<file path="src/rtl/alu_pkg.sv">
// Shared types for the ALU compare issue slice: operand/result width, tag type and the
// buffered operand record.
package alu_pkg;

   localparam int unsigned DATA_W = 32;
   localparam int unsigned TAG_W  = 4;

   typedef logic [TAG_W-1:0] tag_t;

   typedef struct packed {
      logic [DATA_W-1:0] a;
      logic [DATA_W-1:0] b;
      tag_t              tag;
   } opnd_t;

endpackage

</file>
<file path="src/rtl/alu_cmp_issue_stage_if.sv">
// Producer, comparator and consumer signals of the compare issue stage.
// slave is the stage's view, master the surrounding environment's.
interface alu_cmp_issue_stage_if
   import alu_pkg::*;
#(
   parameter int unsigned DATA_W = alu_pkg::DATA_W,
   parameter int unsigned TAG_W  = alu_pkg::TAG_W
);

   logic              in_valid;
   logic              in_ready;
   logic [DATA_W-1:0] in_a;
   logic [DATA_W-1:0] in_b;
   logic [TAG_W-1:0]  in_tag;
   logic [DATA_W-1:0] cmp_a;
   logic [DATA_W-1:0] cmp_b;
   logic [DATA_W-1:0] cmp_y;
   logic              out_valid;
   logic              out_ready;
   logic [DATA_W-1:0] out_y;
   logic [TAG_W-1:0]  out_tag;

   modport slave (
      input  in_valid, in_a, in_b, in_tag, cmp_y, out_ready,
      output in_ready, cmp_a, cmp_b, out_valid, out_y, out_tag
   );

   modport master (
      output in_valid, in_a, in_b, in_tag, cmp_y, out_ready,
      input  in_ready, cmp_a, cmp_b, out_valid, out_y, out_tag
   );

endinterface

</file>
<file path="src/rtl/alu_cmp_issue_fifo.sv">
// DEPTH-entry circular operand buffer (DEPTH a power of two, >= 2). Push/pop requests are
// qualified internally against full/empty.
module alu_cmp_issue_fifo
   import alu_pkg::*;
#(
   parameter int unsigned DEPTH = 2
) (
   input  logic                     clk,
   input  logic                     rst,
   input  logic                     push,
   input  logic                     pop,
   input  opnd_t                    wr_data,
   output opnd_t                    head,
   output logic [$clog2(DEPTH):0]   count,
   output logic                     full,
   output logic                     empty
);

   localparam int unsigned PTR_W = $clog2(DEPTH);

   opnd_t            mem [DEPTH];
   logic [PTR_W-1:0] wr_ptr;
   logic [PTR_W-1:0] rd_ptr;
   logic             do_push;
   logic             do_pop;

   // With DEPTH a power of two, count==DEPTH exactly when its MSB is set.
   assign full    = count[PTR_W];
   assign empty   = (count == '0);
   assign do_push = push & ~full;
   assign do_pop  = pop & ~empty;
   assign head    = mem[rd_ptr];

   always_ff @(posedge clk or posedge rst) begin
      if (rst) begin
         wr_ptr <= '0;
         rd_ptr <= '0;
         count  <= '0;
      end else begin
         if (do_push) wr_ptr <= wr_ptr + 1'b1;
         if (do_pop)  rd_ptr <= rd_ptr + 1'b1;
         case ({do_push, do_pop})
            2'b10:   count <= count + 1'b1;
            2'b01:   count <= count - 1'b1;
            default: count <= count;
         endcase
      end
   end

   always_ff @(posedge clk) begin
      if (do_push) mem[wr_ptr] <= wr_data;
   end

endmodule

</file>
<file path="src/rtl/alu_cmp_issue_stage.sv">
// Issue stage in front of an external 32-bit unsigned comparator: buffers operands, presents
// the head to the comparator, registers result+tag. Optional ALU_CMP_ISSUE_STATS_EN adds counters.
module alu_cmp_issue_stage
   import alu_pkg::*;
#(
   parameter int unsigned DATA_W = alu_pkg::DATA_W,
   parameter int unsigned TAG_W  = alu_pkg::TAG_W,
   parameter int unsigned DEPTH  = 2
) (
   input  logic                       clk,
   input  logic                       rst,
   alu_cmp_issue_stage_if.slave       bus
`ifdef ALU_CMP_ISSUE_STATS_EN
   ,
   output logic [31:0]                stat_issued,
   output logic [31:0]                stat_stall
`endif
);

   opnd_t                  wr_data;
   opnd_t                  head;
   logic [$clog2(DEPTH):0] count;
   logic                   full;
   logic                   empty;
   logic                   push;
   logic                   fire;
   logic                   out_valid_q;
   logic [DATA_W-1:0]      out_y_q;
   logic [TAG_W-1:0]       out_tag_q;

   always_comb begin
      wr_data     = '0;
      wr_data.a   = bus.in_a;
      wr_data.b   = bus.in_b;
      wr_data.tag = bus.in_tag;
   end

   // in_ready depends on buffer state only, never on out_ready.
   assign bus.in_ready = ~full;
   assign push         = bus.in_valid & ~full;
   assign fire         = ~empty & (~out_valid_q | bus.out_ready);

   assign bus.cmp_a = empty ? '0 : head.a;
   assign bus.cmp_b = empty ? '0 : head.b;

   alu_cmp_issue_fifo #(
      .DEPTH (DEPTH)
   ) u_fifo (
      .clk     (clk),
      .rst     (rst),
      .push    (push),
      .pop     (fire),
      .wr_data (wr_data),
      .head    (head),
      .count   (count),
      .full    (full),
      .empty   (empty)
   );

   always_ff @(posedge clk or posedge rst) begin
      if (rst) begin
         out_valid_q <= 1'b0;
         out_y_q     <= '0;
         out_tag_q   <= '0;
      end else if (fire) begin
         out_valid_q <= 1'b1;
         out_y_q     <= bus.cmp_y;
         out_tag_q   <= head.tag;
      end else if (out_valid_q && bus.out_ready) begin
         out_valid_q <= 1'b0;
      end
   end

   assign bus.out_valid = out_valid_q;
   assign bus.out_y     = out_y_q;
   assign bus.out_tag   = out_tag_q;

`ifdef ALU_CMP_ISSUE_STATS_EN
   logic [31:0] issued_cnt;
   logic [31:0] stall_cnt;

   always_ff @(posedge clk or posedge rst) begin
      if (rst) begin
         issued_cnt <= '0;
         stall_cnt  <= '0;
      end else begin
         if (fire)                         issued_cnt <= issued_cnt + 1'b1;
         if (out_valid_q && !bus.out_ready) stall_cnt <= stall_cnt + 1'b1;
      end
   end

   assign stat_issued = issued_cnt;
   assign stat_stall  = stall_cnt;
`endif

endmodule
</file>
<file path="src/flat_wrapper.sv">
// flat-port wrapper written by rule: the top's interface ports become plain ports
module alu_cmp_issue_stage_flat import alu_pkg::*;
#(
   parameter int unsigned DATA_W = alu_pkg::DATA_W,
   parameter int unsigned TAG_W  = alu_pkg::TAG_W,
   parameter int unsigned DEPTH  = 2
)
  (clk, rst, bus_in_valid, bus_in_a, bus_in_b, bus_in_tag, bus_cmp_y, bus_out_ready, bus_in_ready, bus_cmp_a, bus_cmp_b, bus_out_valid, bus_out_y, bus_out_tag);
  alu_cmp_issue_stage_if #(.DATA_W(DATA_W), .TAG_W(TAG_W)) bus_i ();
  input  logic clk;
  input  logic rst;
  input wire logic [$bits(bus_i.in_valid)-1:0] bus_in_valid;
  input wire logic [$bits(bus_i.in_a)-1:0] bus_in_a;
  input wire logic [$bits(bus_i.in_b)-1:0] bus_in_b;
  input wire logic [$bits(bus_i.in_tag)-1:0] bus_in_tag;
  input wire logic [$bits(bus_i.cmp_y)-1:0] bus_cmp_y;
  input wire logic [$bits(bus_i.out_ready)-1:0] bus_out_ready;
  output wire logic [$bits(bus_i.in_ready)-1:0] bus_in_ready;
  output wire logic [$bits(bus_i.cmp_a)-1:0] bus_cmp_a;
  output wire logic [$bits(bus_i.cmp_b)-1:0] bus_cmp_b;
  output wire logic [$bits(bus_i.out_valid)-1:0] bus_out_valid;
  output wire logic [$bits(bus_i.out_y)-1:0] bus_out_y;
  output wire logic [$bits(bus_i.out_tag)-1:0] bus_out_tag;
  assign bus_i.in_valid = bus_in_valid;
  assign bus_i.in_a = bus_in_a;
  assign bus_i.in_b = bus_in_b;
  assign bus_i.in_tag = bus_in_tag;
  assign bus_i.cmp_y = bus_cmp_y;
  assign bus_i.out_ready = bus_out_ready;
  assign bus_in_ready = bus_i.in_ready;
  assign bus_cmp_a = bus_i.cmp_a;
  assign bus_cmp_b = bus_i.cmp_b;
  assign bus_out_valid = bus_i.out_valid;
  assign bus_out_y = bus_i.out_y;
  assign bus_out_tag = bus_i.out_tag;
  alu_cmp_issue_stage #(.DATA_W(DATA_W), .TAG_W(TAG_W), .DEPTH(DEPTH)) u_core (.clk(clk), .rst(rst), .bus(bus_i));
endmodule
</file>
<file path="config.mk">
export PLATFORM = sky130hd
export DESIGN_NAME = alu_cmp_issue_stage_flat
export DESIGN_NICKNAME = d
export VERILOG_FILES = /design/src/rtl/alu_pkg.sv /design/src/rtl/alu_cmp_issue_stage_if.sv /design/src/rtl/alu_cmp_issue_fifo.sv /design/src/rtl/alu_cmp_issue_stage.sv /design/src/flat_wrapper.sv
export SDC_FILE = /design/constraint.sdc
export NUM_CORES = 1
export LEC_CHECK = 0
export ABC_AREA = 1
export CORE_ASPECT_RATIO = 0.6
export CORE_MARGIN = 8
export CORE_UTILIZATION = 48
export CTS_CLUSTER_SIZE = 16
export DETAILED_ROUTE_END_ITERATION = 16
export PLACE_DENSITY_LB_ADDON = 0.2
export REMOVE_ABC_BUFFERS = 1
export SLEW_MARGIN = 20
export SYNTH_ARGS = -nofsm -noshare
export SYNTH_HDL_FRONTEND = slang
export SYNTH_HIERARCHICAL = 1
export SYNTH_SLANG_ARGS = --single-unit
export TNS_END_PERCENT = 10
</file>
<file path="constraint.sdc">
create_clock -name clk -period 5.01 [get_ports clk]
set_clock_uncertainty 0.2 [all_clocks]
set_input_delay 1.503 -clock clk [delete_from_list [all_inputs] [get_ports clk]]
set_output_delay 1.503 -clock clk [all_outputs]
set_load 0.01 [all_outputs]
</file>
Word-level counts from Yosys, hierarchy flattened
Memory sizes are Yosys's and may differ from the RTL's.
Cells that the tools add are included.
Word-level totals
  register bits after elaboration: 41
  memories: 1
  output and inout port bits: 102
  bits in latches: 0
  bits in read-only memories: 0
  bits in writable memories: 136
  logic and storage cells: 32
Cells by class
  divide/modulo/power cells: 0
  multiply operators: 0
  bitwise gates (word level): 8
  shift operators: 0
  reduce and logical (&&, ||, !) cells: 4
  eq/ne operators: 2
  magnitude comparators: 0
  add/sub/neg operators: 4
  muxes and demuxes: 7
Memories
  u_core.u_fifo.mem: depth 2, bits a word 68, rd ports 1, clocked after Yosys merged registers in 0, wr ports 1, RTL line alu_cmp_issue_fifo.sv:21  | opnd_t mem [DEPTH];
Operators by type and width (count)
  $mux W32: 2
  $and A1 B1 Y1: 4
  $mux W1: 4
  $pmux W2 S2: 1
  $reduce_bool A2 Y1: 2
  $not A1 Y1: 3
  $add A1 B1 Y1 const B: 2
  $add A2 B1 Y2 const B: 1
  $eq A2 B1 Y1 const B: 1
  $eq A2 B2 Y1 const B: 1
  $logic_not A2 Y1: 1
  $sub A2 B1 Y2 const B: 1
  $logic_and A1 B1 Y1: 1
  $or A1 B1 Y1: 1

Depth between registers and ports, before layout
Gate-level depths: netlist (run 1).
  word-level depth: 6
  mapped depth: 15
  gate-level depth less buffers: 14

By module
Netlist (run 1), hierarchy kept.
By module, submodules not included
  alu_cmp_issue_fifo: area each 5180.0 µm², cells an instance 386, times used 1
  alu_cmp_issue_stage: area each 2009.4 µm², cells an instance 300, times used 1

Worst setup path before layout (run 1)
Ideal clock, no wire load.
  path type: input to register
  start point: in bus_in_valid
  end point: mem u_core/u_fifo/mem[0][0] in the netlist's numbering, enable pin
  path buffers: 0
  slack: -0.249 ns
  data required time: 4.316 ns
  data arrival time: 4.565 ns
  stages: 4
  cells stage by stage: inv_1 nor2_1 nand2_1 nor2_1
Between the ends
  cells in the longest elaborated chain, start to end: 4
RTL lines
  start, declared: RTL line flat_wrapper.sv:12  | input wire logic [$bits(bus_i.in_valid)-1:0] bus_in_valid;
  $and A1 B1 Y1: RTL line alu_cmp_issue_stage.sv:40  | assign push = bus.in_valid & ~full;
  via u_core.push: RTL line alu_cmp_issue_stage.sv:25  | logic push;
  $and A1 B1 Y1: RTL line alu_cmp_issue_fifo.sv:30  | assign do_push = push & ~full;
  $mux W1: RTL line alu_cmp_issue_fifo.sv:51  | if (do_push) mem[wr_ptr] <= wr_data;
  $mux W1 (not written as such): RTL line alu_cmp_issue_fifo.sv:51
  end, declared: RTL line alu_cmp_issue_fifo.sv:21
The timed path passes the listed nets, and every way through them passes these cells.

==> results of run 1 <==
[routing by layer]
| metal | track usage, % | up-vias |
|---|---|---|
| li1 | - | 2554 |
| met3 | 5.24 | 23 |
| met1 | 24.7 | 2484 |
| met2 | 29.6 | 162 |
| met4 | 5.28 | 2 |
| met5 | 0 | - |
[report_power, final]
group          internal (W)  total (W)  switching [W]
Combinational       0.00117    0.00258        0.00141
Sequential          0.00197    0.00214       0.000171
Clock              0.000683    0.00126       0.000579
[worst paths after layout]
kind,endpoint,slack [ns],cells past startpoint
setup / recovery,bus_cmp_a[16],0.59,6
hold / removal,u_core/bus.out_tag[0]$_DFFE_PP0P_,0.27,2
setup reg to reg,u_core/u_fifo/count[1]$_DFFE_PP0P_,2.07,15
hold reg to reg,u_core/bus.out_tag[0]$_DFFE_PP0P_,0.27,2
max in group asynchronous,u_core/bus.out_tag[2]$_DFFE_PP0P_,2.69,3
min in group asynchronous,u_core/u_fifo/wr_ptr$_DFFE_PP0P_,1.18,2
[metrics by stage]
| step | cells | hold WS, ns |
|---|---|---|
| 2_1_floorplan | 653 | 0.259 |
| 3_3_place_gp | 1066 | 0.253 |
| 3_5_place_dp | 1066 | 0.258 |
| 4_1_cts | 1098 | 0.274 |
| 5_1_grt | 1098 | 0.294 |
| 6_report | 1098 | 0.269 |
[tightest hold or removal path: stages (launching register included)]
cell and delay (ns):
sky130_fd_sc_hd__dfrtp_1 0.34, sky130_fd_sc_hd__nand2_1 0.05, sky130_fd_sc_hd__nand2_1 0.05
[flip-flops by register name, indices dropped and copies added, names as in the netlist]
name	cells
u_core/bus.out_tag	4
u_core/bus.out_valid	1
u_core/bus.out_y	32
u_core/u_fifo/count	2
u_core/u_fifo/mem	136
u_core/u_fifo/rd_ptr	1
u_core/u_fifo/wr_ptr	1
[layout make-up]
cell class	count	area, um2	area share, %
clock inverters	14	116	1.17
flip-flops and latches	177	5110	51.4
inverters	79	299	3.01
well taps	198	248	2.49
multi-input cells	397	1580	15.9
clock buffers	18	450	4.53
repair buffers	215	2140	21.5
==> results.md, run 1 <==
Status:
- The run finished with clean final reports.

Clock tree:
- The number of clock sinks seen by CTS is 177.
- In this run, post-CTS repair resized a total of 0 instances.
- The number of setup buffers added after CTS is 0.
- The clock tree root driver cell is sky130_fd_sc_hd__clkbuf_16.
- For the worst-skew pair, the clock arrives at the later sink with an insertion delay of 0.41 ns.
- Hold repair after CTS inserted 0 buffers.
- The TritonCTS clock tree is built.
- The clock passes through at most 2 buffers.
- The clock slew seen by the registers of the worst setup and hold paths is around 0.060 ns.
- The H-tree was split into 4 levels.
- Counting the buffers created by CTS gives 17.

Setup path:
- STA classifies the critical path endpoint as an output pin.
- The worst setup path is launched from a flip-flop.
- On the critical path, the stage with the largest delay is an instance of sky130_fd_sc_hd__inv_4.
- The start of the worst register-to-register path is u_core/u_fifo/count[1]$_DFFE_PP0P_.
- Tracing the worst setup path back leads to its startpoint at u_core/u_fifo/rd_ptr$_DFFE_PP0P_.
- By instance count, the cell type seen most on the critical path is sky130_fd_sc_hd__nand2_1.
- The maximum fanout along the worst path is 69.
- The worst path required time is 3.31 ns.
- Data arrives at the worst endpoint at 2.72 ns.
- The setup path with the least slack is of type reg -> out.
- The category of cells accounting for the largest share of critical-path delay is buffers and inverters.
- Counting both buffers and inverters, the worst setup path holds a total of 3.
- Traced cell by cell, the critical path runs through inv_4 > nand2_1 > nand2_1 > inv_1 > nor2_1 > clkdlybuf4s50_1.
- In this design, the stage delay of the slowest critical-path cell is 0.63 ns.

Drt:
- In the final routed layout, each cell accounts on average for 16.3 um.
- Before antenna repair, the detailed router went through 8 iterations.
- The routed layout has ~5,200 vias.
- Wire segments on met3 add up to 1.15 mm in the final route.
- In the routed layout, each cell is associated on average with a via count of 4.76.
- In this run the top signal layer used is met5.
- The residual DRC count is 0.
- Wires add up to 17.9 mm.
- The count of nets left with antenna violations once routing finished came out at 0.
- The routed metal-1 wirelength is 8.13 mm.
- The total length of routed met2 wires is ~8.4 mm.
- In this run, the number of DRC markers left after iteration 0 of detailed routing was around 420.

Finish:
- Cells fill 68.4% of the core in the end.
- The area growth from synthesis to final layout is 38.5%.
- The layout cell share with drive strength beyond 1 is under 10%.
- The total inserted antenna cells is 0.
- Leaving out fill and tap cells, the most frequent cells in the layout are 286 x sky130_fd_sc_hd__nand2_1, 205 x sky130_fd_sc_hd__clkdlybuf4s50_1, 136 x sky130_fd_sc_hd__edfxtp_1, 75 x sky130_fd_sc_hd__inv_1, 65 x sky130_fd_sc_hd__nor2_1.
- Leaving out fill and tap cells, the most frequent cell in the layout is sky130_fd_sc_hd__nand2_1.
- The area of all placed cells without fillers is between 9000 and 10,000 um2.
- After filler insertion, the fill cell instance count of the layout stands at 1,095.
- At the end of the flow, the number of nets in the layout was between 900 and 1,000.

Placement:
- The detailed placement HPWL is between 10 and 15 mm.
- At the placement stage, the worst setup path has a slack of 1.07 ns.
- At the end of routability-driven placement, the weighted congestion stood at 0.788.
- The count of port buffers added during placement is 205.
- The placed instances occupy a cell area of 9380 um2.

GRT:
- The via count of the first global-routing pass is about 5,300.
- Entering global routing, the biggest net connects 70 pins.
- The total global routing track utilization is roughly a fifth.
- Global routing finished with a remaining overflow of 0.
- The first global-routing pass estimated 28.6 mm of wire.
- The initial antenna violation count is 1.

STA:
- Setup repair after global routing left no endpoint under its margin.
- In this run the tightest slew margin relative to its limit is 50.9%.
- The final critical path takes up 88.3% of the cycle.
- The smallest setup slack after layout is between 0.5 and 0.6 ns.
- The count of final hold-check violations is 0.
- Based on the critical path, the design can be clocked at up to between 200 and 250 MHz.
- Setup violations remaining at the end of the flow were counted as 0.
- For the pin with the worst max-slew slack, the measured transition is around 0.74 ns.
- The total count of max-transition violations in the final report is 0.
- The time the worst path needs with I/O delays and setup is 4.42 ns.
- Summed over all failing endpoints, the final setup total negative slack is 0 ns.

Die:
- The width of the chip is 174 um.
- The floorplan core area is 14,500 um2.
- The effective utilization at floorplan is 49.4%.
- The initialized floorplan defines 34 standard-cell rows.
- The total die area is around 19,000 um2.
- The die is 111 um tall.
- The count of boundary I/O pins is 206.

Logic synthesis:
- The average instance in the mapped netlist occupies 10.5 um2.
- Yosys printed 6 warnings.
- The synthesized netlist occupies a cell area of 7180 um2.
- After technology mapping, the gate count stands at 685.

Pwr:
- The maximum vdd drop is about 0.29 mV.
- The analysis attributes to cell leakage a power of about 4.4 nW.
- The overall power of the completed layout is 0.00598 W.
- The power per standard cell area is 601 nW/um2.

Worst hold path:
- The source of the worst hold timing path is u_core/bus.out_tag[0]$_DFFE_PP0P_.
- The path type of the worst min-delay path is reg -> reg.

Job:
- The max-capacitance violation count is 0.
No activity file was read; power rests on OpenSTA's default activity.
==> inputs of run 2 (changes only) <==
--- a/config.mk
+++ b/config.mk
@@ -5,13 +5,13 @@
 export SDC_FILE = /design/constraint.sdc
 export NUM_CORES = 1
 export LEC_CHECK = 0
-export ABC_AREA = 1
+export ABC_AREA = 0
 export CORE_ASPECT_RATIO = 0.6
 export CORE_MARGIN = 8
-export CORE_UTILIZATION = 48
+export CORE_UTILIZATION = 47
 export CTS_CLUSTER_SIZE = 16
 export DETAILED_ROUTE_END_ITERATION = 16
-export PLACE_DENSITY_LB_ADDON = 0.2
+export PLACE_DENSITY_LB_ADDON = 0.25
 export REMOVE_ABC_BUFFERS = 1
 export SLEW_MARGIN = 20
 export SYNTH_ARGS = -nofsm -noshare
==> constraint.sdc (replaced) <==
create_clock -name clk -period 4.8 [get_ports clk]
set_clock_uncertainty 0.2 [all_clocks]
set_input_delay 1.44 -clock clk [delete_from_list [all_inputs] [get_ports clk]]
set_output_delay 1.44 -clock clk [all_outputs]
set_load 0.01 [all_outputs]
==> results.md, run 2 <==
STA:
- The worst-case headroom to the max-slew limit was 33.8% (-17 points).
- Based on the critical path, the design can be clocked at up to 236 MHz.
- The transition time at the pin with the least slew margin is 0.994 ns (+0.257 ns).
- The total count of max-transition violations in the final report was 0 (unchanged).
- The smallest setup slack after layout is 0.564 ns (-0.0235 ns).
- The tightest hold margin is 0.306 ns (+0.0367 ns).
- The total of endpoints with negative setup slack in the final report is 0 (unchanged).
- Dividing the final minimum period by the clock period gives 88.3%.
- Setup repair after global routing left no endpoint under its margin.
- The smallest clock period supported by the final layout is computed as 4.24 ns.
- The count of final hold-check violations was 0 (unchanged).

Pwr:
- The power per standard cell area is 611 nW/um2 (+1.6%).
- The maximum vdd drop was 0.335 mV (+16%).
- The reported leakage power is 3.50 nW (-20%).

Finish:
- The fill cell total of the finished layout is 992 (-9.4%).
- The area taken by flip-flops and latches came to 5110 um2 (about the same).
- Relative to the synthesized area, the layout overhead comes to 41.0%.
- The total number of nets in the final design is 700 (-29%).
- The area taken by multi-input logic gates is 1740 um2 (+10%).
- The layout cell share with drive strength beyond 1 is 23.5% (+18 points).
- The flip-flop count of the largest register after layout is 136 (unchanged).
- The total inserted antenna cells is 0 (unchanged).
- The area of all placed cells without fillers is 9840 um2 (-1.1%).
- The most common cell after layout, fill and taps aside is sky130_fd_sc_hd__clkdlybuf4s50_1.
- The end-of-flow core utilization is 67.8% (-0.56 points).
- In the layout the commonest cells are 205 x sky130_fd_sc_hd__clkdlybuf4s50_1, 136 x sky130_fd_sc_hd__edfxtp_1, 93 x sky130_fd_sc_hd__mux2_2, 66 x sky130_fd_sc_hd__nor2b_1, 40 x sky130_fd_sc_hd__dfrtp_1.
- Ranked by flip-flop count, first place goes to u_core/u_fifo/mem.

Worst hold path:
- In this run the most critical hold path is launched from u_core/bus.out_tag[2]$_DFFE_PP0P_.
- The min-delay analysis places its worst path in the category reg -> reg.

Drt:
- The number of vias after detailed routing is 3,896 (-25%).
- The total wire length is 15.8 mm (-12%).
- The detailed-router iteration count before antenna repair is 4 (-4).
- The detail-routed via count per cell came to 4.83 (+1.6%).
- The residual DRC count was 0 (unchanged).
- The routed wire length per instance is 19.7 um (+20%).
- The DRC violation total after the first TritonRoute iteration is 227 (-46%).
- The number of nets with antenna violations after detailed routing came to 0 (unchanged).

Placement:
- The global placer's final weighted congestion was 0.756 (-4.0%).
- The detailed placement HPWL is 11.1 mm (-11%).
- The count of port buffers added during placement is 205 (unchanged).
- The pre-CTS setup slack is 0.989 ns (-0.0778 ns).
- The total cell area at the placement stage is 9250 um2 (-1.4%).

Clock tree:
- TritonCTS built the clock tree.
- The number of buffers inserted by hold repair at cts is 0 (unchanged).
- The insertion delay of the later-clocked pin in the worst-skew pair is 0.41 ns (about the same).
- The number of setup buffers added after CTS is 0 (unchanged).
- The number of buffers created by CTS is 17 (unchanged).
- The number of clock sinks seen by CTS is 177 (unchanged).
- The buffer levels on the longest clock path is 2 (unchanged).
- The cell sitting at the root of the clock tree is a sky130_fd_sc_hd__clkbuf_16.
- The count of H-tree levels built during CTS came to 4 (unchanged).
- The clock slew seen by the registers of the worst setup and hold paths was 0.07 ns (about the same).
- The number of cells upsized or downsized after cts is 0 (unchanged).

GRT:
- The routing usage on met3 came to 5.37% (+0.14 points).
- The most congested layer reported by global routing is met2.
- The global-route track usage on met1 is 22.4% (-2.3 points).
- The initial antenna violation count was 0 (-1).
- The final global-route overflow total was 0 (unchanged).
- The global-route track usage on met2 is 25.7% (-3.9 points).
- The total global routing track utilization is 16.6% (-2.1 points).
- The first-pass GRT wire length is 24.3 mm (-15%).
- The via count of the first global-routing pass is 4,343 (-18%).
- The pin count of the biggest net entering global routing was 70 (unchanged).

Die:
- The effective utilization at floorplan was 48.1% (-1.3 points).
- The number of cell rows is 34 (unchanged).
- The width of the chip was 173 um (-0.36%).
- The vertical die dimension was 110 um (-0.34%).
- The count of boundary I/O pins was 206 (unchanged).
- The floorplan core area was 14,500 um2 (-0.29%).
- The total die area is 19,100 um2 (-0.70%).

Logic synthesis:
- The mean area per synthesized cell is 18.2 um2 (+73%).
- The instance count of the mapped netlist came to 384 (-44%).
- The mapped cell area came to 6980 um2 (-2.9%).
- The total of warnings raised by yosys is 6 (unchanged).

Job:
- The max-capacitance violation count is 0 (unchanged).

Setup path:
- The worst path required time is 3.16 ns (-0.15 ns).
- The worst setup path is launched from a flip-flop.
- The class of the most critical setup path is reg -> out.
- The type of destination of the critical path is an output pin.
- The endpoint arrival time on the critical path is 2.60 ns (-0.12 ns).
- The start of the worst register-to-register path is u_core/u_fifo/count[1]$_DFFE_PP0P_.
- The maximum fanout along the worst path is 69 (unchanged).
- The start point of the critical path is u_core/u_fifo/rd_ptr$_DFFE_PP0P_.
- The register-to-register path setup slack is 2.44 ns (+0.37 ns).

Status:
- The flow ran to the end, and the final reports show no timing, DRC or antenna violations.
[run 2: cell type report]
cell class	count	area share [%]
multi-input combinational	183	17.7
inverter	6	0.229
clock inverter	14	1.58
tap	198	2.52
sequential	177	52.0
timing repair buffer	210	21.6
clock buffer	18	4.36
[run 2: layer usage]
layer  routed length (um)  vias to the layer above  share of wire (%)
met5                    0                        -                  0
met4                  110                        0               0.69
met3                 1020                       10                6.4
met2                 7660                      137                 48
met1                 7050                     1922                 45
li1                     -                     1827                  -
[run 2: path summary, 6_finish.rpt]
kind                                                      end  cells past startpoint
setup / recovery                                 bus_cmp_a[7]                      3
hold / removal              u_core/bus.out_tag[2]$_DFFE_PP0P_                      1
setup reg to reg           u_core/u_fifo/count[1]$_DFFE_PP0P_                      7
hold reg to reg             u_core/bus.out_tag[2]$_DFFE_PP0P_                      1
max in group asynchronous    u_core/bus.out_valid$_DFFE_PP0P_                      3
min in group asynchronous    u_core/u_fifo/wr_ptr$_DFFE_PP0P_                      2
[run 2: metrics by stage]
step | total power [W] | setup TNS [ns] | cells
after floorplan | 0.00342 | -57.28 | 366
after global placement | 0.00468 | 0 | 774
after detailed placement | 0.00472 | 0 | 774
after CTS | 0.00609 | 0 | 806
after global routing | 0.00632 | 0 | 806
final | 0.00601 | 0 | 806
[run 2: where the power goes]
group          internal (W)  total (W)  switching [W]
sequential          0.00202    0.00227       0.000257
combinational       0.00144    0.00239       0.000955
clock              0.000775    0.00135       0.000572
total               0.00423    0.00601        0.00178
[run 2: critical path, cell delays in order, from the launching register on]
cell and delay (ns):
sky130_fd_sc_hd__dfrtp_4 1.09, sky130_fd_sc_hd__mux2_2 0.44, sky130_fd_sc_hd__nor2b_1 0.14, sky130_fd_sc_hd__clkdlybuf4s50_1 0.49
==> inputs of run 3 (changes only) <==
--- a/config.mk
+++ b/config.mk
@@ -6,6 +6,7 @@
 export NUM_CORES = 1
 export LEC_CHECK = 0
 export ABC_AREA = 0
+export ABC_CLOCK_PERIOD_IN_PS = 4800
 export CORE_ASPECT_RATIO = 0.6
 export CORE_MARGIN = 8
 export CORE_UTILIZATION = 47
@@ -16,6 +17,5 @@
 export SLEW_MARGIN = 20
 export SYNTH_ARGS = -nofsm -noshare
 export SYNTH_HDL_FRONTEND = slang
-export SYNTH_HIERARCHICAL = 1
 export SYNTH_SLANG_ARGS = --single-unit
 export TNS_END_PERCENT = 10
==> results.md, run 3 <==
Logic synthesis:
- By area the synthesized netlist is led by sky130_fd_sc_hd__edfxtp_1 60%, sky130_fd_sc_hd__dfrtp_1 15%, sky130_fd_sc_hd__mux2i_1 9.5%.
- The mean area per synthesized cell is 17.7 um2 (-2.3%).
- The total of warnings raised by yosys is 0 (-6).
- By count the netlist is led by 136 x sky130_fd_sc_hd__edfxtp_1, 66 x sky130_fd_sc_hd__nor2_1, 64 x sky130_fd_sc_hd__mux2i_1.
- After synthesis, the netlist uses 21 different library cells.
- The cell taking the most area after synthesis is sky130_fd_sc_hd__edfxtp_1.
- The mapped cell area was 6760 um2 (-3.1%).
- The instance count of the mapped netlist is 381 (-0.78%).
- The most common cell in the synthesized netlist is sky130_fd_sc_hd__edfxtp_1.
- The top cell type by area accounts for 60.4% of the synthesized area.
- The number of flops mapped to enable cells by yosys is 136.
- The share of the Yosys chip area taken by registers is 75.6%.
- The async set-reset flop share out of synthesis is 23.2%.
- The number of synthesized register bits is 177.
- The most used flip-flop cell after synthesis is sky130_fd_sc_hd__edfxtp_1.

Setup path:
- The number of buffer and inverter instances along the worst setup path is 2 (+1).
- The highest-delay cell along the critical path is sky130_fd_sc_hd__dfrtp_4.
- The worst setup path is launched from a flip-flop.
- The capture instance of the worst register-to-register path is u_core.u_fifo.count[1]$_DFFE_PP0P_.
- The type of destination of the critical path is an output pin.
- The depth of the worst register-to-register path is 6 (-1).
- The maximum fanout along the worst path was 44 (-36%).
- The startpoint identified for the worst register-to-register timing path is u_core.u_fifo.count[0]$_DFFE_PP0P_.
- The worst path required time came to 3.16 ns (about the same).
- The maximum single-stage delay on the critical path is 0.92 ns (-0.17 ns).
- The register-to-register path setup slack is 2.56 ns (+0.12 ns).
- The critical path goes through buf_4 > mux2i_1 > nor2_1 > clkdlybuf4s50_1.
- The setup path with the least slack is of type reg -> out.
- The endpoint arrival time on the critical path was 2.53 ns (-0.07 ns).
- In this design, the largest share of critical-path delay is due to flip-flops.

Clock tree:
- The number of setup buffers added after CTS came to 0 (unchanged).
- The buffer levels on the longest clock path is 2 (unchanged).
- The clock slew seen by the registers of the worst setup and hold paths was 0.07 ns (about the same).
- The number of buffers created by CTS is 17 (unchanged).
- The insertion delay of the later-clocked pin in the worst-skew pair is 0.41 ns (about the same).
- The number of clock sinks seen by CTS is 177 (unchanged).
- The number of cells upsized or downsized after cts is 0 (unchanged).
- The TritonCTS clock tree is built.
- The count of H-tree levels built during CTS is 4 (unchanged).
- The number of buffers inserted by hold repair at cts is 0 (unchanged).
- Clock tree synthesis selected as its root buffer the cell sky130_fd_sc_hd__clkbuf_16.

Finish:
- The library cell used most frequently in the layout, excluding fill and tap cells, is sky130_fd_sc_hd__clkdlybuf4s50_1.
- Relative to the synthesized area, the layout overhead comes to 42.0%.
- The layout cell share with drive strength beyond 1 is 14.0% (-9.5 points).
- In the layout the commonest cells are 205 x sky130_fd_sc_hd__clkdlybuf4s50_1, 136 x sky130_fd_sc_hd__edfxtp_1, 65 x sky130_fd_sc_hd__nor2_1, 64 x sky130_fd_sc_hd__mux2i_1, 40 x sky130_fd_sc_hd__dfrtp_1.
- The register with the most flip-flops in the final layout is u_core.u_fifo.mem.
- The end-of-flow core utilization came to 67.3% (-0.48 points).
- The total number of nets in the final design was 700 (unchanged).
- The flip-flop count of the largest register after layout is 136 (unchanged).
- The total inserted antenna cells is 0 (unchanged).

Drt:
- The detailed-router iteration count before antenna repair came to 4 (unchanged).
- The routed wire length per instance came to 19.2 um (-2.5%).
- The routed metal-1 wirelength came to 6.86 mm (-2.7%).
- The met3 wirelength from detailed routing is 1.34 mm (+31%).
- The top layer reached by signal wires is met4.
- The residual DRC count is 0 (unchanged).
- The DRC violation total after the first TritonRoute iteration is 223 (-1.8%).
- The number of vias after detailed routing is 3,875 (-0.54%).
- The number of nets with antenna violations after detailed routing is 0 (unchanged).
- The total length of routed met2 wires is 7.17 mm (-6.4%).
- The total wire length came to 15.5 mm (-2.5%).
- The detail-routed via count per cell is 4.81 (-0.54%).

Status:
- The run finished with clean final reports.

STA:
- The time the worst path needs with I/O delays and setup is 4.17 ns (-0.0688 ns).
- The count of final hold-check violations is 0 (unchanged).
- The worst-case headroom to the max-slew limit is 36.7% (+3.0 points).
- The smallest setup slack after layout is 0.633 ns (+0.0688 ns).
- The transition time at the pin with the least slew margin is 0.949 ns (-0.0447 ns).
- The total of endpoints with negative setup slack in the final report is 0 (unchanged).
- Setup repair after global routing left no endpoint under its margin.
- The total count of max-transition violations in the final report is 0 (unchanged).
- The maximum clock frequency came to 240 MHz (+1.6%).
- The final cycle utilization of the critical path is 86.8% (-1.4 points).

Die:
- The count of boundary I/O pins came to 206 (unchanged).
- The number of cell rows is 34 (unchanged).
- The floorplan core area is 14,300 um2 (-1.8%).
- The vertical die dimension is 109 um (-1.3%).
- The width of the chip is 171 um (-1.4%).
- The total die area is 18,600 um2 (-2.7%).
- The effective utilization at floorplan was 47.4% (-0.66 points).

GRT:
- The pin count of the biggest net entering global routing is 69 (-1.4%).
- The total global routing track utilization is 16.5% (-0.082 points).
- The initial antenna violation count is 0 (unchanged).
- The final global-route overflow total is 0 (unchanged).
- The via count of the first global-routing pass is 4,237 (-2.4%).
- The first-pass GRT wire length is 23.4 mm (-3.5%).

Pwr:
- The overall power of the completed layout was 0.00612 W (+1.8%).
- The maximum vdd drop is 0.329 mV (-1.8%).
- The reported leakage power is 3.66 nW (+4.5%).
- The power per standard cell area is 637 nW/um2 (+4.3%).

Job:
- The max-capacitance violation count is 0 (unchanged).

Placement:
- The detailed placement HPWL is 10.9 mm (-2.2%).
- The global placer's final weighted congestion is 0.769 (+1.7%).
- The pre-CTS setup slack is 1.04 ns (+0.0489 ns).
- The count of port buffers added during placement is 205 (unchanged).

Worst hold path:
- The source of the worst hold timing path is u_core.bus.out_y[29]$_DFFE_PP0P_.
- The worst hold path belongs to the class reg -> reg.
- The number of instances on the worst hold path is 1 (unchanged).
- The path with the worst hold slack has its endpoint at u_core.bus.out_y[29]$_DFFE_PP0P_.
run 3: worst max-delay path by stage:
stage	slack [ns]	depth (start not counted)	from	to
floorplan	-0.28	2	bus_in_valid	u_core.u_fifo.mem[0][0]$_DFFE_PP_
global placement	1.12	4	u_core.u_fifo.rd_ptr$_DFFE_PP0P_	bus_cmp_a[28]
detailed placement	1.04	4	u_core.u_fifo.rd_ptr$_DFFE_PP0P_	bus_cmp_b[11]
CTS	0.57	4	u_core.u_fifo.rd_ptr$_DFFE_PP0P_	bus_cmp_b[11]
global route	0.46	4	u_core.u_fifo.rd_ptr$_DFFE_PP0P_	bus_cmp_b[11]
finish	0.63	4	u_core.u_fifo.rd_ptr$_DFFE_PP0P_	bus_cmp_b[11]
run 3: logic make-up after synthesis:
kind of cell             Yosys count  synth area share, %
AO/OA/AOI/OAI                      2                0.204
flip-flops                       177                 75.6
AND/OR/NAND/NOR                   69                 3.91
multiplexers                     104                 17.1
adder cells (fa/ha/maj)            1                0.185
XOR/XNOR                           5                0.648
buffers and inverters             23                 2.33
run 3: final cells by class:
type	instances	area (um2)
fill	987	4650
clock buffer	20	479
multi-input combinational	181	1520
tap	198	248
sequential	177	5110
timing repair buffer	214	2130
clock inverter	12	91.3
inverter	4	15.0
run 3: worst reg2reg max path, stage by stage (launching register included):
cell and delay (ns):
sky130_fd_sc_hd__dfrtp_1 0.44, sky130_fd_sc_hd__nor2_4 0.57, sky130_fd_sc_hd__a21oi_4 0.28, sky130_fd_sc_hd__ha_1 0.29
sky130_fd_sc_hd__xnor2_1 0.13, sky130_fd_sc_hd__nor2_1 0.12, sky130_fd_sc_hd__xnor2_1 0.13
run 3: per-stage QoR:
step	area (um2)	cells	hold slack [ns]	TNS, ns
after floorplan	6620	362	0.260	-19.03
after global placement	9030	774	0.289	0
after detailed placement	9030	774	0.296	0
after CTS	9600	806	0.313	0
after global routing	9600	806	0.321	0
final	9600	806	0.309	0
run 3: report_power, final:
group / switching [W] / internal, W / total [W]
clock network: 0.000586 / 0.000736 / 0.00132
registers: 0.000249 / 0.00208 / 0.00233
logic: 0.00107 / 0.00139 / 0.00246
run 3: per-layer routing:
layer  GRT usage [%]  vias up
li1                -     1823
met1            21.4     1921
met2            25.4      125
met3            7.45        6
met4            3.52        0
met5               0        -
